==> config.mk <==
export PLATFORM = sky130hd
export DESIGN_NAME = imm_gen_pipe
export DESIGN_NICKNAME = d
export VERILOG_FILES = /design/src/rtl/imm_pkg.sv /design/src/rtl/imm_fmt_decode.sv /design/src/rtl/imm_gen_pipe.sv
export SDC_FILE = /design/constraint.sdc
export NUM_CORES = 1
export LEC_CHECK = 0
export CAP_MARGIN = 30
export CORE_MARGIN = 2
export CORE_UTILIZATION = 53
export CTS_CLUSTER_DIAMETER = 40
export DETAILED_ROUTE_END_ITERATION = 16
export DONT_BUFFER_PORTS = 1
export GPL_TIMING_DRIVEN = 1
export MAX_ROUTING_LAYER = met4
export PLACE_DENSITY = 0.72
export SETUP_SLACK_MARGIN = 0.2
export SYNTH_ARGS = -nofsm -noshare
export SYNTH_HDL_FRONTEND = slang
export SYNTH_SLANG_ARGS = --single-unit
==> constraint.sdc <==
create_clock -name clk -period 4.5 [get_ports clk]
set_clock_uncertainty 0.2 [all_clocks]
set_input_delay 0.9 -clock clk [delete_from_list [all_inputs] [get_ports clk]]
set_output_delay 0.9 -clock clk [all_outputs]
set_load 0.05 [all_outputs]
==> src/rtl/imm_pkg.sv <==
// Shared types and opcode constants for the pipelined RISC-V immediate generator.
package imm_pkg;

  localparam int unsigned INST_W    = 32;
  localparam int unsigned IMM_MAX_W = 64;
  localparam int unsigned OPC_W     = 7;

  typedef enum logic [2:0] {
    FMT_R   = 3'd0,
    FMT_I   = 3'd1,
    FMT_S   = 3'd2,
    FMT_B   = 3'd3,
    FMT_U   = 3'd4,
    FMT_J   = 3'd5,
    FMT_ILL = 3'd7
  } fmt_e;

  typedef enum logic [1:0] {
    OCC_EMPTY = 2'd0,
    OCC_ONE   = 2'd1,
    OCC_TWO   = 2'd2
  } occ_e;

  localparam logic [OPC_W-1:0] OPC_LOAD      = 7'b0000011;
  localparam logic [OPC_W-1:0] OPC_MISC_MEM  = 7'b0001111;
  localparam logic [OPC_W-1:0] OPC_OP_IMM    = 7'b0010011;
  localparam logic [OPC_W-1:0] OPC_AUIPC     = 7'b0010111;
  localparam logic [OPC_W-1:0] OPC_OP_IMM_32 = 7'b0011011;
  localparam logic [OPC_W-1:0] OPC_STORE     = 7'b0100011;
  localparam logic [OPC_W-1:0] OPC_OP        = 7'b0110011;
  localparam logic [OPC_W-1:0] OPC_LUI       = 7'b0110111;
  localparam logic [OPC_W-1:0] OPC_OP_32     = 7'b0111011;
  localparam logic [OPC_W-1:0] OPC_BRANCH    = 7'b1100011;
  localparam logic [OPC_W-1:0] OPC_JALR      = 7'b1100111;
  localparam logic [OPC_W-1:0] OPC_JAL       = 7'b1101111;
  localparam logic [OPC_W-1:0] OPC_SYSTEM    = 7'b1110011;

  // Immediate is stored at the widest supported XLEN; narrower builds use the low bits.
  typedef struct packed {
    logic [INST_W-1:0]    inst;
    logic [IMM_MAX_W-1:0] imm;
    fmt_e                 fmt;
    logic                 illegal;
  } entry_t;

  localparam entry_t ENTRY_RESET = '{inst: '0, imm: '0, fmt: FMT_R, illegal: 1'b0};

endpackage

==> src/rtl/imm_fmt_decode.sv <==
// Combinational opcode -> immediate/format decode for all base RISC-V formats.
module imm_fmt_decode
  import imm_pkg::*;
#(
  parameter int unsigned XLEN = 64
) (
  input  logic [INST_W-1:0] inst,
  output logic [XLEN-1:0]   imm_c,
  output fmt_e              fmt_c,
  output logic              illegal_c
);

  localparam bit RV64 = (XLEN == 64);

  logic [OPC_W-1:0] opcode;
  logic             is_shift;
  logic [XLEN-1:0]  imm_i;
  logic [XLEN-1:0]  imm_s;
  logic [XLEN-1:0]  imm_b;
  logic [XLEN-1:0]  imm_u;
  logic [XLEN-1:0]  imm_j;
  logic [XLEN-1:0]  shamt_op;
  logic [XLEN-1:0]  shamt_w;

  assign opcode   = inst[6:0];
  assign is_shift = (inst[13:12] == 2'b01);

  assign imm_i = XLEN'($signed(inst[31:20]));
  assign imm_s = XLEN'($signed({inst[31:25], inst[11:7]}));
  assign imm_b = XLEN'($signed({inst[31], inst[7], inst[30:25], inst[11:8], 1'b0}));
  assign imm_u = XLEN'($signed({inst[31:12], 12'b0}));
  assign imm_j = XLEN'($signed({inst[31], inst[19:12], inst[20], inst[30:21], 1'b0}));

  // RV64 OP-IMM shifts carry a 6-bit shamt; word shifts and RV32 use 5 bits.
  assign shamt_op = RV64 ? XLEN'(inst[25:20]) : XLEN'(inst[24:20]);
  assign shamt_w  = XLEN'(inst[24:20]);

  always_comb begin
    imm_c     = '0;
    fmt_c     = FMT_ILL;
    illegal_c = 1'b1;
    case (opcode)
      OPC_LOAD, OPC_JALR, OPC_SYSTEM, OPC_MISC_MEM: begin
        fmt_c     = FMT_I;
        illegal_c = 1'b0;
        imm_c     = imm_i;
      end
      OPC_OP_IMM: begin
        fmt_c     = FMT_I;
        illegal_c = 1'b0;
        imm_c     = is_shift ? shamt_op : imm_i;
      end
      OPC_OP_IMM_32: begin
        if (RV64) begin
          fmt_c     = FMT_I;
          illegal_c = 1'b0;
          imm_c     = is_shift ? shamt_w : imm_i;
        end
      end
      OPC_STORE: begin
        fmt_c     = FMT_S;
        illegal_c = 1'b0;
        imm_c     = imm_s;
      end
      OPC_BRANCH: begin
        fmt_c     = FMT_B;
        illegal_c = 1'b0;
        imm_c     = imm_b;
      end
      OPC_LUI, OPC_AUIPC: begin
        fmt_c     = FMT_U;
        illegal_c = 1'b0;
        imm_c     = imm_u;
      end
      OPC_JAL: begin
        fmt_c     = FMT_J;
        illegal_c = 1'b0;
        imm_c     = imm_j;
      end
      OPC_OP: begin
        fmt_c     = FMT_R;
        illegal_c = 1'b0;
      end
      OPC_OP_32: begin
        if (RV64) begin
          fmt_c     = FMT_R;
          illegal_c = 1'b0;
        end
      end
      default: ;
    endcase
  end

endmodule

==> src/rtl/imm_gen_pipe.sv <==
// Pipelined immediate generator: decode stage followed by a head/skid output buffer.
module imm_gen_pipe
  import imm_pkg::*;
#(
  parameter int unsigned XLEN = 64,
  parameter bit          SKID = 1'b1
) (
  input  logic              clk,
  input  logic              rst,
  input  logic              flush,
  input  logic              in_valid,
  output logic              in_ready,
  input  logic [INST_W-1:0] in_inst,
  output logic              out_valid,
  input  logic              out_ready,
  output logic [INST_W-1:0] out_inst,
  output logic [XLEN-1:0]   out_imm,
  output fmt_e              out_fmt,
  output logic              out_illegal
);

  logic [XLEN-1:0] dec_imm;
  fmt_e            dec_fmt;
  logic            dec_illegal;
  entry_t          in_entry;

  imm_fmt_decode #(.XLEN(XLEN)) u_dec (
    .inst      (in_inst),
    .imm_c     (dec_imm),
    .fmt_c     (dec_fmt),
    .illegal_c (dec_illegal)
  );

  assign in_entry = '{inst: in_inst, imm: IMM_MAX_W'(dec_imm), fmt: dec_fmt, illegal: dec_illegal};

  occ_e   state_q, state_d;
  entry_t head_q, head_d;
  entry_t skid_q, skid_d;
  logic   in_ready_q, in_ready_d;
  logic   out_valid_q;
  logic   push, pop;

  // Without a skid slot the stage may only accept when its single register drains.
  assign in_ready = SKID ? in_ready_q : (!out_valid_q || out_ready);
  assign push     = in_valid && in_ready;
  assign pop      = out_valid_q && out_ready;

  // State register and buffer storage.
  always_ff @(posedge clk or posedge rst) begin
    if (rst) begin
      state_q     <= OCC_EMPTY;
      head_q      <= ENTRY_RESET;
      skid_q      <= ENTRY_RESET;
      in_ready_q  <= 1'b1;
      out_valid_q <= 1'b0;
    end else begin
      state_q     <= state_d;
      head_q      <= head_d;
      skid_q      <= skid_d;
      in_ready_q  <= in_ready_d;
      out_valid_q <= (state_d != OCC_EMPTY);
    end
  end

  // Occupancy transitions; the head always feeds the outputs, the skid refills it on pop.
  always_comb begin
    state_d    = state_q;
    head_d     = head_q;
    skid_d     = skid_q;
    in_ready_d = 1'b1;
    unique case (state_q)
      OCC_EMPTY: begin
        if (push) begin
          head_d  = in_entry;
          state_d = OCC_ONE;
        end
      end
      OCC_ONE: begin
        if (push && pop) begin
          head_d = in_entry;
        end else if (push) begin
          skid_d  = in_entry;
          state_d = OCC_TWO;
        end else if (pop) begin
          state_d = OCC_EMPTY;
        end
      end
      OCC_TWO: begin
        if (pop) begin
          head_d = skid_q;
          if (push) begin
            skid_d = in_entry;
          end else begin
            state_d = OCC_ONE;
          end
        end
      end
      default: state_d = OCC_EMPTY;
    endcase
    // Flush wins over any same-cycle push; payload fields are left stale.
    if (flush) begin
      state_d = OCC_EMPTY;
    end
    in_ready_d = (state_d != OCC_TWO);
  end

  assign out_valid   = out_valid_q;
  assign out_inst    = head_q.inst;
  assign out_imm     = head_q.imm[XLEN-1:0];
  assign out_fmt     = head_q.fmt;
  assign out_illegal = head_q.illegal;

endmodule

# Yosys cells after proc, flatten, opt, wreduce, memory -nomap -nowiden
# Index checks and enable logic that the tools add are counted.
[op_classes] n_eq_ne=21 reduce_logical=14 muxes=21
[op_table] cell="two-way mux 100 bit" count=6
[op_table] cell="one-hot mux 64 bit (7 select lines)" count=1
[op_table] cell="one-hot mux 100 bit (3 select lines)" count=1
[op_table] cell="one-hot mux 100 bit (2 select lines)" count=1
[op_table] cell="two-way mux 64 bit" count=2
[op_table] cell="equality test 7 x 6 -> 1 bit, second input constant" count=4
[op_table] cell="equality test 7 bit, second input constant" count=4
[op_table] cell="equality test 7 x 5 -> 1 bit, second input constant" count=3
[op_table] cell="one-hot mux 3 bit (6 select lines)" count=1
[op_table] cell="two-way mux 2 bit" count=7
[op_table] cell="OR reduction 13 bit" count=1
[op_table] cell="!= test 2 bit, second input constant" count=5
[op_table] cell="equality test 7 x 2 -> 1 bit, second input constant" count=1
[op_table] cell="equality test 7 x 4 -> 1 bit, second input constant" count=1
[op_table] cell="one-hot mux 2 bit (3 select lines)" count=1
[op_table] cell="OR reduction 6 bit" count=1
[op_table] cell="equality test 2 x 1 -> 1 bit, second input constant" count=2
[op_table] cell="AND reduction 4 bit" count=1
[op_table] cell="nonzero test 2 bit" count=2
[op_table] cell="OR reduction 2 bit" count=2
[op_table] cell="OR reduction 4 bit" count=1
[op_table] cell="logical AND 1 bit" count=3
[op_table] cell="AND reduction 3 bit" count=1
[op_table] cell="nonzero test 3 bit" count=1
[op_table] cell="3 further kinds" count=3
[word_totals] inputBits=37 register_bits=204 word_cells=67

# Logic depth before layout (Yosys ltp)
[logic_depth] word_depth=7 mapped_depth=8 depth_no_buf=5

# By module
# From an unflattened synthesis, not the netlist that was laid out.
[hier_totals] hier_cells=824 area_unflattened_um2=9536.6
[by_module_without_submodules] module="imm_gen_pipe" instances=1 area_per_inst_um2=8488.1 cells_per_inst=672
[by_module_without_submodules] module="imm_fmt_decode" instances=1 area_per_inst_um2=1048.5 cells_per_inst=152

# Least setup slack after synthesis
# Ideal clock, no wire load.
[synth_path] path_type="register to output" from="register out_imm[62] (netlist name)" to="output out_imm[32]" setup_slack_ns=1.967 path_stages_with_launch=2 n_path_buf=1 arrival_ns=1.433 cell_sequence="dfrtp_1 -> buf_4"
[synth_lines] item="end: declaration" line="imm_gen_pipe.sv:17" rtl="output logic [XLEN-1:0] out_imm,"

# Worst setup path in the final report
[layout_path] from="register state_q[0]" to="register head_q (netlist bit out_imm[20])"
[layout_via] elab_chain_len=3 elab_cells_between_ends=9
[layout_lines] item="start: declaration" line="imm_gen_pipe.sv:36" rtl="occ_e state_q, state_d;"
[layout_lines] item="start signal: assignment" line="imm_gen_pipe.sv:57" rtl="state_q <= state_d;"
[layout_lines] item="equality test 2 x 1 -> 1 bit, or another cell as far along" line="imm_gen_pipe.sv:71" rtl="unique case (state_q)"
[layout_lines] item="!= test 2 bit (no source line) / nonzero test 3 bit (equally long branches)"
[layout_lines] item="AND reduction 4 bit (no source line)"
[layout_lines] item="end signal: assignment" line="imm_gen_pipe.sv:52" rtl="head_q <= ENTRY_RESET;"
[layout_lines] item="end signal: assignment" line="imm_gen_pipe.sv:58" rtl="head_q <= head_d;"
[layout_lines] item="end: declaration" line="imm_gen_pipe.sv:37" rtl="entry_t head_q, head_d;"
# Parallel ways exist; a longest one is shown, timed or not.
# A chain may end at the register's enable or synchronous reset.

==> out/metrics.yaml <==
critical_path:
  cp_max_fo: 30
  r2r_end: "out_imm[20]"
  worstSetupEndpointType: "register"
  r2r-start: "state_q[0]"
  rr_worst_depth: 6
  path_class: "reg -> reg"
  crit_required_ns: 4.61
  r2r_setup_slack_ns: 1.24
  critPathLaunchType: "register"
  cp.arrival_ns: 3.36
cts:
  cts_sinks: 140
  insertion_delay_ns: 0.40
  path_clk_slew_ns: 0.06
  post_cts_buffers: 0
  clock_tree.htree_level_count: 4
  cts_tree: "built"
  postCtsHoldBufs: 0
  clockRootBuffer: "clkbuf_16"
  cts_inserted_buffers: 17
  clock_path_buffers: 2
  ctsResizeCount: 0
logic_synthesis:
  yosysSeqAreaShare: 0.524
  synthTopCellsByArea: "dfrtp_1 (52%), nand2_1 (11%), nor2_1 (4.9%)"
  yosys_warnings: 0
  ys.flop_type: "dfrtp_1"
  yosys.cell_types.count: 59
  ys_seq_elements: 140
  syn_inst: 745
  avgSynthCellArea_um2: 8.98
  synth_edf_count: 0
  syn-cell-area_um2: 6690
  yosysTopAreaCellShare: 0.520
  synthArstFlopShare: 1.00
  syn-num-nets: 782
  yosys.area.top_type: "dfrtp_1"
timing:
  relSlewSlack: 0.379
  tns_ns: 0
  drv_slew: 0
  final-setup-viol-count: 0
  fin_crit_sh: 0.724
  grt_setup_unrepaired: "false"
  finalHoldViolCount: 0
  fmax_mhz: 307
  tightestPinTransition_ns: 0.929
  finalCriticalPeriod_ns: 3.26
floorplan:
  design.core.area_um2: 12500
  io_pins: 139
  start_util: 0.537
  die_w_um: 116
  row_count: 41
  die_y_um: 116
  dieArea_um2: 13500
finish:
  design_area_um2: 7170
  stdcell_count: 877
  area_growth_pct: 7.11
  drive_above_1_share: 0.0979
  finalNetCount: 729
  nFillCells: 1102
  antennaDiodeCount: 0
  utilization: 0.575
placement:
  place_area_um2: 6600
  port_buffers: 0
  dp_hpwl_um: 11300
  placedCellCount: 845
  gp_congestion: 0.892
global_route:
  grt_usage: 0.266
  grt_pass1_vias: 5088
  grt_pass1_wl_um: 26800
  grt_overflow: 0
  grt_max_degree: 70
  grt_antenna_before_repair: 0
drt:
  vias: 5169
  wl_per_cell_um: 18.9
  wirelength_um: 16600
  drc: 0
  drtIter0Drc: 509
  dr.pass1.iters: 5
  viasPerCell: 5.89
  drt.antenna.violating_nets: 0
pwr:
  p_leak_nw: 3.07
  p_per_area_nw_per_um2: 851
  ir_worst_vdd_uv: 367
status:
  run_status: "finished, final reports clean"
worst_hold_path:
  holdCritStartpoint: "skid_q[9]"
  min_path_cells: 2
  hold_path.class: "reg -> reg"
  hold_path_end: "skid_q[9]"
job:
  maxCapViolations: 0
## flip-flops by register name, indices dropped and copies added (netlist names)
signal	cells
in_ready	1
out_illegal	1
out_imm	32
out_inst	32
state_q	2
skid_q	68
out_valid	1
out_fmt	3
## where the power goes
group | total, mW | internal, mW | leakage (nW) | switching [mW]
Clock | 1.34 | 0.843 | 0.279 | 0.497
Combinational | 1.60 | 0.438 | 1.11 | 1.16
Sequential | 3.16 | 1.78 | 1.69 | 1.38
Total | 6.10 | 3.07 | 3.07 | 3.04
## synthesized netlist by cell type (all sizes together) (2+ instances only)
| master | instances |
|---|---|
| a2111oi | 2 |
| o21ai | 23 |
| a311oi | 3 |
| clkbuf | 17 |
| a211oi | 18 |
| nand3b | 2 |
| or3 | 3 |
| dfrtp | 139 |
| nor2 | 89 |
| a22o | 5 |
| o31ai | 2 |
| a21oi | 19 |
| o21a | 3 |
| a31oi | 46 |
| nor3b | 2 |
| and3b | 2 |
| nand3 | 2 |
| a221oi | 8 |
| nand2b | 2 |
| nor3 | 30 |
| or4 | 2 |
| a21o | 2 |
| a21boi | 2 |
| or2 | 2 |
| a221o | 5 |
| nor4 | 5 |
| buf | 68 |
| a32oi | 4 |
| and3 | 6 |
| inv | 5 |
| o22a | 2 |
| nand4 | 2 |
| nand2 | 203 |
| nor2b | 3 |
| and2 | 4 |
## worst max path at each step
| stage | depth (start not counted) | end | start | slack (ns) |
|---|---|---|---|---|
| CTS | 6 | out_imm[20] | state_q[0] | 1.31 |
| global route | 6 | out_imm[20] | state_q[0] | 1.09 |
| detailed placement | 6 | out_imm[20] | out_ready | 1.30 |
| global placement | 6 | out_imm[20] | out_ready | 1.36 |
| finish | 6 | out_imm[20] | state_q[0] | 1.24 |
| floorplan | 1 | out_fmt[0] | rst | 1.65 |
## placed cells by master (no fill, tap or decap), types with 3 or more instances in the layout
master | netlist | routed
o21ai_0 | 23 | 21
clkbuf_16 | 0 | 17
nor3_1 | 29 | 29
nor4_1 | 3 | 3
clkbuf_1 | 16 | 6
a31oi_1 | 46 | 46
buf_4 | 33 | 9
a221o_1 | 5 | 5
nor2_1 | 88 | 88
nand2_1 | 203 | 203
a21oi_1 | 19 | 19
dfrtp_1 | 139 | 138
or3_1 | 3 | 3
and2_1 | 3 | 3
a221oi_1 | 8 | 8
inv_1 | 5 | 4
a211oi_1 | 8 | 8
clkinv_2 | 0 | 4
a22o_1 | 5 | 5
a32oi_1 | 4 | 4
a211oi_2 | 10 | 10
a311oi_1 | 3 | 3
and3_1 | 6 | 6
## critical path, cell delays in order, from the launching register on
cell,delay (ns)
dfrtp_1,0.53
nand2b_2,0.64
a21o_1,0.41
o21a_1,0.79
nor4_2,0.11
buf_4,0.23
a211oi_1,0.24
## cell families (layout without fill, tap and decap cells)
kind of cell | count (synthesis) | after routing | synth area share
AO/OA/AOI/OAI | 149 | 149 | 0.159
multiplexers | 2 | 2 | 0.00318
flip-flops | 140 | 140 | 0.524
AND/OR/NAND/NOR | 362 | 362 | 0.233
XOR/XNOR | 2 | 2 | 0.00262
buffers and inverters | 90 | 50 | 0.0787
## layer usage
layer | up-vias | track usage | share of wire
met2 | 198 | 0.395 | 0.46
li1 | 2425 | - | -
met4 | 0 | 0.0762 | 0.012
met1 | 2529 | 0.346 | 0.45
met3 | 17 | 0.0950 | 0.081
met5 | - | - | 0
## area by class of cell
cell class | instances | area (µm²) | area share
clock buffers | 25 | 475 | 0.0664
multi-input cells | 515 | 2690 | 0.376
flip-flops and latches | 140 | 3510 | 0.490
inverters | 5 | 22.5 | 0.00314
well taps | 172 | 215 | 0.0300
repair buffers | 13 | 163 | 0.0227
clock inverters | 7 | 88.8 | 0.0124
## metrics by stage
stage | power [mW] | setup slack (ns) | hold slack, ns
floorplan | 4.64 | 1.65 | 0.239
CTS | 6.13 | 1.31 | 0.270
finish | 6.10 | 1.24 | 0.264
global placement | 4.72 | 1.36 | 0.258
global route | 6.43 | 1.09 | 0.285
detailed placement | 4.78 | 1.30 | 0.257
No activity file was read; power rests on OpenSTA's default activity.
